File: config.mk
export PLATFORM = sky130hd
export DESIGN_NAME = serial_deserializer
export DESIGN_NICKNAME = d
export VERILOG_FILES = /design/src/rtl/serial_deserializer.sv
export SDC_FILE = /design/constraint.sdc
export NUM_CORES = 1
export LEC_CHECK = 0
export BUFFER_PORTS_ARGS = -buffer_cell sky130_fd_sc_hd__buf_2
export CORE_ASPECT_RATIO = 1.75
export CORE_MARGIN = 10
export CORE_UTILIZATION = 30
export CTS_BUF_LIST = sky130_fd_sc_hd__clkbuf_4 sky130_fd_sc_hd__clkbuf_8
export CTS_CLUSTER_DIAMETER = 150
export DETAILED_ROUTE_END_ITERATION = 8
export PLACE_DENSITY = 0.53
export SYNTH_ARGS = -nofsm -noshare
export SYNTH_HDL_FRONTEND = slang
export SYNTH_SLANG_ARGS = --single-unit
File: constraint.sdc
create_clock -name clk -period 1.9 [get_ports clk]
set_input_delay 0.38 -clock clk [delete_from_list [all_inputs] [get_ports clk]]
set_output_delay 0.38 -clock clk [all_outputs]
set_load 0.05 [all_outputs]
File: src/rtl/serial_deserializer.sv
// Start-framed serial receiver: rebuilds MSB-first words and queues them
// in a small FIFO behind a valid/ready port.
module serial_deserializer #(
    parameter int WIDTH      = 8,
    parameter int FIFO_DEPTH = 2,
    parameter int BIT_CYCLES = 1
) (
    input  logic             clk,
    input  logic             rst_n,
    input  logic             serial_in,
    input  logic             start_in,
    output logic [WIDTH-1:0] data_out,
    output logic             valid_out,
    input  logic             ready_in,
    output logic             busy,
    output logic             frame_err,
    output logic             overflow
);

    localparam int AW = $clog2(FIFO_DEPTH);
    localparam int CW = $clog2(WIDTH + 1);
    localparam int PW = (BIT_CYCLES > 1) ? $clog2(BIT_CYCLES) : 1;

    localparam logic IDLE  = 1'b0;
    localparam logic SHIFT = 1'b1;

    localparam logic [CW-1:0] LAST_BIT = CW'(WIDTH - 1);
    localparam logic [PW-1:0] LAST_PH  = PW'(BIT_CYCLES - 1);
    localparam logic [AW:0]   FULL_CNT = (AW + 1)'(FIFO_DEPTH);

    logic             state;
    logic [WIDTH-1:0] shift;
    logic [CW-1:0]    bit_cnt;
    logic [PW-1:0]    phase;

    logic [WIDTH-1:0] mem [FIFO_DEPTH];
    logic [AW-1:0]    wr_ptr;
    logic [AW-1:0]    rd_ptr;
    logic [AW:0]      count;

    logic             sample;
    logic             done;
    logic             early;
    logic [WIDTH-1:0] word;
    logic             full;
    logic             empty;
    logic             pop;
    logic             wr_en;
    logic             drop;

    assign sample = (state == SHIFT) && (phase == LAST_PH);
    assign done   = sample && (bit_cnt == LAST_BIT);
    // A start that lands on the LSB sample is ignored: completion wins.
    assign early  = (state == SHIFT) && start_in && !done;
    assign word   = {shift[WIDTH-2:0], serial_in};

    assign full   = (count == FULL_CNT);
    assign empty  = (count == '0);
    assign pop    = !empty && ready_in;
    assign wr_en  = done && (!full || pop);
    assign drop   = done && full && !pop;

    assign valid_out = !empty;
    assign data_out  = mem[rd_ptr];
    assign busy      = (state == SHIFT);

    always_ff @(posedge clk or negedge rst_n) begin
        if (!rst_n) begin
            state   <= IDLE;
            shift   <= '0;
            bit_cnt <= '0;
            phase   <= '0;
        end else if (done) begin
            state   <= IDLE;
            shift   <= '0;
            bit_cnt <= '0;
            phase   <= '0;
        end else if (start_in) begin
            state   <= SHIFT;
            shift   <= {{(WIDTH-1){1'b0}}, serial_in};
            bit_cnt <= CW'(1);
            phase   <= '0;
        end else if (state == SHIFT) begin
            if (sample) begin
                phase   <= '0;
                shift   <= word;
                bit_cnt <= bit_cnt + CW'(1);
            end else begin
                phase   <= phase + PW'(1);
            end
        end
    end

    always_ff @(posedge clk or negedge rst_n) begin
        if (!rst_n) begin
            frame_err <= 1'b0;
            overflow  <= 1'b0;
        end else begin
            frame_err <= early;
            overflow  <= drop;
        end
    end

    always_ff @(posedge clk or negedge rst_n) begin
        if (!rst_n) begin
            for (int i = 0; i < FIFO_DEPTH; i++) mem[i] <= '0;
            wr_ptr <= '0;
            rd_ptr <= '0;
            count  <= '0;
        end else begin
            if (wr_en) begin
                mem[wr_ptr] <= word;
                wr_ptr      <= wr_ptr + AW'(1);
            end
            if (pop) rd_ptr <= rd_ptr + AW'(1);
            unique case ({wr_en, pop})
                2'b10:   count <= count + (AW + 1)'(1);
                2'b01:   count <= count - (AW + 1)'(1);
                default: count <= count;
            endcase
        end
    end

endmodule

==> flow_summary_export.csv, run 1 <==
group,metric,value,unit
timing,finalMaxSlewViolations,0,
detailed_routing,wl_per_cell,15.7,um
detailed_routing,vias_per_cell,5.08,
synth,synth_cell_types,29,
timing,max_freq,0.570,GHz
clocking,cts_tree,"yes",
clocking,htreeDepth,2,
critical_path,r2r_start,"bit_cnt[1]",
global_route,busiest_layer,"met2",
synth,ys_warn_count,0,
critical_path,reg2reg_to,"mem[11]",
die,core-area,4930,um^2
place,place_congestion,0.794,
critical_path,path_cells,"mux2_2 > buf_2",
global_route,met1_usage,9.21,%
global_route,grt_max_degree,36,
synth,synth_cells,115,
global_route,met2_usage,13.3,%
min_path,hold_class,"in2async",
synth,synth-seq-cells,35,
critical_path,required,1.52,ns
place,io_buffers,16,
global_route,antenna_found_initial,0,
power_and_ir_drop,powerDensity,1410,nW/um^2
critical_path,crit_arrival,1.37,ns
synth,ys_seq_area_share,57.8,%
critical_path,r2r_slack,0.16,ns
run_status,status,"finished, final reports clean",
detailed_routing,route.detailed.drc,0,
timing,min_period_over_period,92.3,%
global_route,overflow,0,
global_route,grt_pass1_wl,5400,um
global_route,grt_pass1_vias,1076,
global_route,grtUsageMet3,2.61,%
power_and_ir_drop,p_leak,0.870,nW
synth,syn_area,1520,um^2
run,drv_cap,0,
place,post-place-ws,0.145,ns
critical_path,critical_path.startpoint,"rd_ptr",
critical_path,cp-endpoint,"data_out[0]",
timing,setup_viol,0,
synth,synth.area.top_cells,"dfrtp_1, mux2_2, a22o_1, xor2_1, nor3_1",
synth,yosysTopAreaCell,"dfrtp_1",
critical_path,rr_worst_depth,6,
detailed_routing,routed_wl,3050,um
timing,min_period,1.75,ns
clocking,numCtsBuffers,5,
detailed_routing,drtIter0Drc,16,
cells_and_area,drive_gt1_share,42.9,%
critical_path,critPathMaxFanout,9,
clocking,post-cts-setup-buffers,0,
power_and_ir_drop,irDropWorstVdd,675,uV
cells_and_area,area_growth,17.8,%
die,ioPinCount,17,
die,die_y,114,um
timing,finalClockSkew,0.00631,ns
clocking,clockBufferDepth,2,
detailed_routing,drtPass1Iterations,4,
synth,avgSynthCellArea,13.2,um^2
cells_and_area,antenna_cells,0,
synth,syn_nets,121,
timing,hold_viol_final,0,
critical_path,crit_slowest_cell,"dfrtp_2",
die,start_util,30.7,%
critical_path,endpoint_kind,"output pin",
cells_and_area,fillers,502,
global_route,track_usage,8.37,%
cells_and_area,multi_input_area,619,um^2
die,fp-row-count,34,
detailed_routing,vias,986,
cells_and_area,regArea,877,um^2
cells_and_area,fin_nets,145,
critical_path,max_stage_delay,0.50,ns
place,place_hpwl,2220,um
clocking,path_clk_slew,0.07,ns
timing,rsz0062_at_grt,"no",
die,dieArea,8410,um^2
clocking,clk_latency,0.29,ns
synth,synthDominantCellAreaShare,57.8,%
timing,worst_slack,0.146,ns
clocking,clock-sinks,35,
clocking,cts-root-buf,"clkbuf_8",
timing,maxSlewHeadroom,49.1,%
clocking,cts_hold_buf,0,
critical_path,crit_type,"reg2out",
timing,worstMarginPinSlew,0.764,ns
timing,setup-tns-final,0,ns
die,die_w,73.7,um
critical_path,cp-start-kind,"flip-flop",
detailed_routing,drtAntennaViolNets,0,
[sequential cells by signal, indices dropped and copies added, names as in the netlist]
signal	cells
busy	1
shift	7
rd_ptr	1
mem	16
count	2
wr_ptr	1
frame_err	1
bit_cnt	4
phase	1
overflow	1
[worst min path at each step]
stage,from,to,cells after the start
floorplan,rst_n,bit_cnt[0],0
global placement,phase,phase,1
detailed placement,phase,phase,1
CTS,rst_n,count[0],1
global route,rst_n,count[0],1
finish,rst_n,count[0],1
[power breakdown]
part	internal, mW	total [mW]	switching (mW)
combinational	0.318	0.829	0.511
sequential	0.927	1.10	0.172
clock	0.330	0.594	0.264
[cells by family after synthesis]
family,count (synthesis),synth area share (%)
AOI/OAI and AO/OA,17,7.93
xor gates and xnor gates,5,2.89
adders and majority gates,1,0.826
buffers and inverters,5,1.32
DFF,35,57.8
muxes,24,17.8
and+or+nand+nor,28,11.4
[area by class of cell]
cell class / count / area share (%)
Clock inverter: 1 / 0.420
Tap cell: 54 / 3.78
Inverter: 2 / 0.420
Sequential cell: 35 / 49.1
Multi-Input combinational cell: 75 / 34.7
Clock buffer: 7 / 5.40
Timing Repair Buffer: 20 / 6.17
[cells in the mapped netlist (all sizes together)]
cell     instances
xnor2            2
xor2             3
a21oi            3
a22o             7
and2             1
and3b            1
mux2            24
a22oi            1
clkbuf           3
dfrtp           35
nor3b            1
nand3b           1
nor2             5
o21a             1
nand2            7
or2              1
o21ai            4
inv              2
and3             2
o2111ai          1
nor3             6
nand3            1
nand2b           1
and2b            1
ha               1
[repair_timing]
action | 4_1_cts | 5_1_grt
endpoints found under the setup margin | 8 | 0
gates resized for setup | 1 | 0
hold endpoints to repair | 0 | 0
[metrics by stage]
stage          cells  instance area [um^2]  utilization [%]  total power [mW]  hold slack [ns]
2_1_floorplan    115                  1520                -              1.73           0.0844
3_3_place_gp     186                  1680             34.1              1.94            0.479
3_5_place_dp     186                  1680             34.1              1.96            0.477
4_1_cts          194                  1790             36.2              2.57            0.182
5_1_grt          194                  1790             36.2              2.68            0.219
6_report         194                  1790             36.2              2.52            0.161
[placed cells by master, fill, tap and decap left out, types with 2 or more instances in the layout]
cell / Yosys / layout
nor3_1: 5 / 5
dfrtp_1: 35 / 34
nand2_1: 5 / 5
mux2_2: 24 / 24
o21ai_0: 4 / 4
nor2_1: 5 / 5
xor2_1: 3 / 3
a21oi_1: 3 / 3
and3_1: 2 / 2
inv_1: 2 / 2
xnor2_1: 2 / 2
buf_4: 0 / 4
a22o_1: 7 / 7
clkbuf_8: 0 / 7
buf_2: 0 / 16
[layer usage]
layer / vias up / wire length (um)
met5: - / 0
met4: 0 / 97
met3: 10 / 124
met2: 21 / 1670
met1: 497 / 1160
li1: 458 / -
[worst max-delay path: cells and delay by family (launching register included)]
family	cells	cell delay, ns
DFF	1	0.50
buffers and inverters	1	0.21
muxes	1	0.37
Note: power is estimated with default switching activity, not from simulation.
==> run 2, diff against run 1 <==
==> constraint.sdc (replaced) <==
create_clock -name clk -period 1.96 [get_ports clk]
set_input_delay 0.392 -clock clk [delete_from_list [all_inputs] [get_ports clk]]
set_output_delay 0.392 -clock clk [all_outputs]
set_load 0.05 [all_outputs]
==> run 2 against run 1 <==
  * Worst hold slack better by 0.016 ns
  * Setup slack got worse by 0.029 ns
  * Wire length rose by 1.0%
  * Via count decreased by 3.1%
  * Count of clock-buffer cells in the layout is 2 lower
  * Die area did not move
  * Clock skew decreased by 0.0016 ns
  * Non-clock buffer count down 2
  * Register-to-register slack lost 0.04 ns
  * Flip-flop and latch count unchanged
  * Clock power rose by 8.9%
  * First-iteration DRC count increased by 6.3%
  * Largest power group unchanged
==> flow_summary_export.csv, run 2 (same netlist as run 1, synthesis figures left out) <==
group,metric,value,unit
die,fp-row-count,34,
cells_and_area,area_growth,17.4,%
clocking,clockBufferDepth,2,
run,drv_cap,0,
cells_and_area,final_common_cell,"dfrtp_1",
cells_and_area,fin_cells,192,
clocking,cts_resized,0,
global_route,grt_max_degree,36,
clocking,clock-sinks,35,
clocking,numCtsBuffers,5,
timing,max_freq,0.543,GHz
detailed_routing,drtAntennaViolNets,0,
timing,finalMaxSlewViolations,0,
global_route,grt_pass1_wl,5150,um
power_and_ir_drop,irDropWorstVdd,913,uV
die,start_util,30.7,%
timing,rsz0062_at_grt,"no",
power_and_ir_drop,powerDensity,1420,nW/um^2
die,die_y,114,um
die,die_w,73.7,um
cells_and_area,largest_register,"mem",
critical_path,critPathMaxFanout,8,
clocking,post-cts-setup-buffers,0,
clocking,cts-root-buf,"clkbuf_8",
place,place_inst,184,
timing,min_period_over_period,94.0,%
timing,maxSlewHeadroom,49.0,%
cells_and_area,drive_gt1_share,42.0,%
place,place_congestion,0.811,
detailed_routing,drtPass1Iterations,4,
detailed_routing,vias_per_cell,4.97,
global_route,track_usage,7.99,%
critical_path,crit_arrival,2.02,ns
clocking,cts_hold_buf,0,
critical_path,cp-start-kind,"flip-flop",
cells_and_area,largest_reg_flops,16,
global_route,overflow,0,
detailed_routing,vias,955,
timing,worstMarginPinSlew,0.765,ns
place,place_hpwl,2210,um
cells_and_area,layout_common_cells,"dfrtp_1, mux2_2, buf_2",
critical_path,required,2.13,ns
timing,whs,0.177,ns
cells_and_area,fillers,491,
power_and_ir_drop,fin_total_pwr,2.52,mW
cells_and_area,biggestRegsByFlops,"mem (16), shift (7), bit_cnt (4)",
clocking,cts_tree,"yes",
critical_path,endpoint_kind,"flip-flop",
timing,hold_viol_final,0,
timing,setup_viol,0,
critical_path,crit_type,"reg2reg",
timing,setup-tns-final,0,ns
clocking,path_clk_slew,0.07,ns
place,io_buffers,16,
clocking,htreeDepth,2,
cells_and_area,antenna_cells,0,
die,core-area,4930,um^2
global_route,antenna_found_initial,0,
cells_and_area,fin_nets,143,
detailed_routing,routed_wl,3080,um
detailed_routing,wl_per_cell,16.0,um
die,dieArea,8410,um^2
timing,finalClockSkew,0.00467,ns
die,ioPinCount,17,
clocking,clk_latency,0.29,ns
global_route,grt_pass1_vias,1028,
timing,min_period,1.84,ns
timing,worst_slack,0.117,ns
power_and_ir_drop,p_leak,0.866,nW
detailed_routing,route.detailed.drc,0,
run_status,status,"finished, final reports clean",
detailed_routing,drtIter0Drc,17,
min_path,hold_class,"in2async",
place,post-place-ws,0.127,ns
-- run 2: worst paths after layout --
check                           start  cells after the start  slack (ns)    endpoint
min in group clk             start_in                      2        0.38  bit_cnt[2]
min                             rst_n                      1        0.18        busy
max                        bit_cnt[1]                      5        0.12      mem[9]
max in group asynchronous       rst_n                      1        1.26      rd_ptr
max reg2reg                bit_cnt[1]                      5        0.12      mem[9]
min reg2reg                     phase                      1        0.50       phase
-- run 2: worst max-delay path, cell delays in order (launching register included) --
cell and delay, ns:
dfrtp_1 0.39, ha_1 0.20, and3b_2 0.24, nand2_4 0.10, nor3_4 0.40, mux2_2 0.39
-- run 2: layer usage --
metal	GRT usage (%)	vias to the layer above	part of all wire (%)
li1	-	453	-
met1	8.26	475	40
met2	13.6	19	54
met3	2.17	8	2.4
met4	4.87	0	2.6
met5	0	-	0
-- run 2: stage by stage --
| stage | util (%) | area (um^2) |
|---|---|---|
| CTS | 36.0 | 1780 |
| floorplan | - | 1520 |
| detailed placement | 33.7 | 1670 |
| finish | 36.1 | 1780 |
| global placement | 33.7 | 1670 |
| global route | 36.1 | 1780 |
-- run 2: report_power, final --
group | switching [mW] | total, mW | internal [mW]
combinational | 0.496 | 0.803 | 0.307
sequential | 0.170 | 1.07 | 0.898
clock | 0.269 | 0.647 | 0.378
-- run 2: cell type report --
class                   count  area [um^2]  area share (%)
inverters                   2         7.51           0.422
flip-flops and latches     35          877            49.3
multi-input cells          75          619            34.8
clock inverters             3         43.8            2.46
clock buffers               5         68.8            3.87
well taps                  54         67.6            3.80
repair buffers             18         95.1            5.34
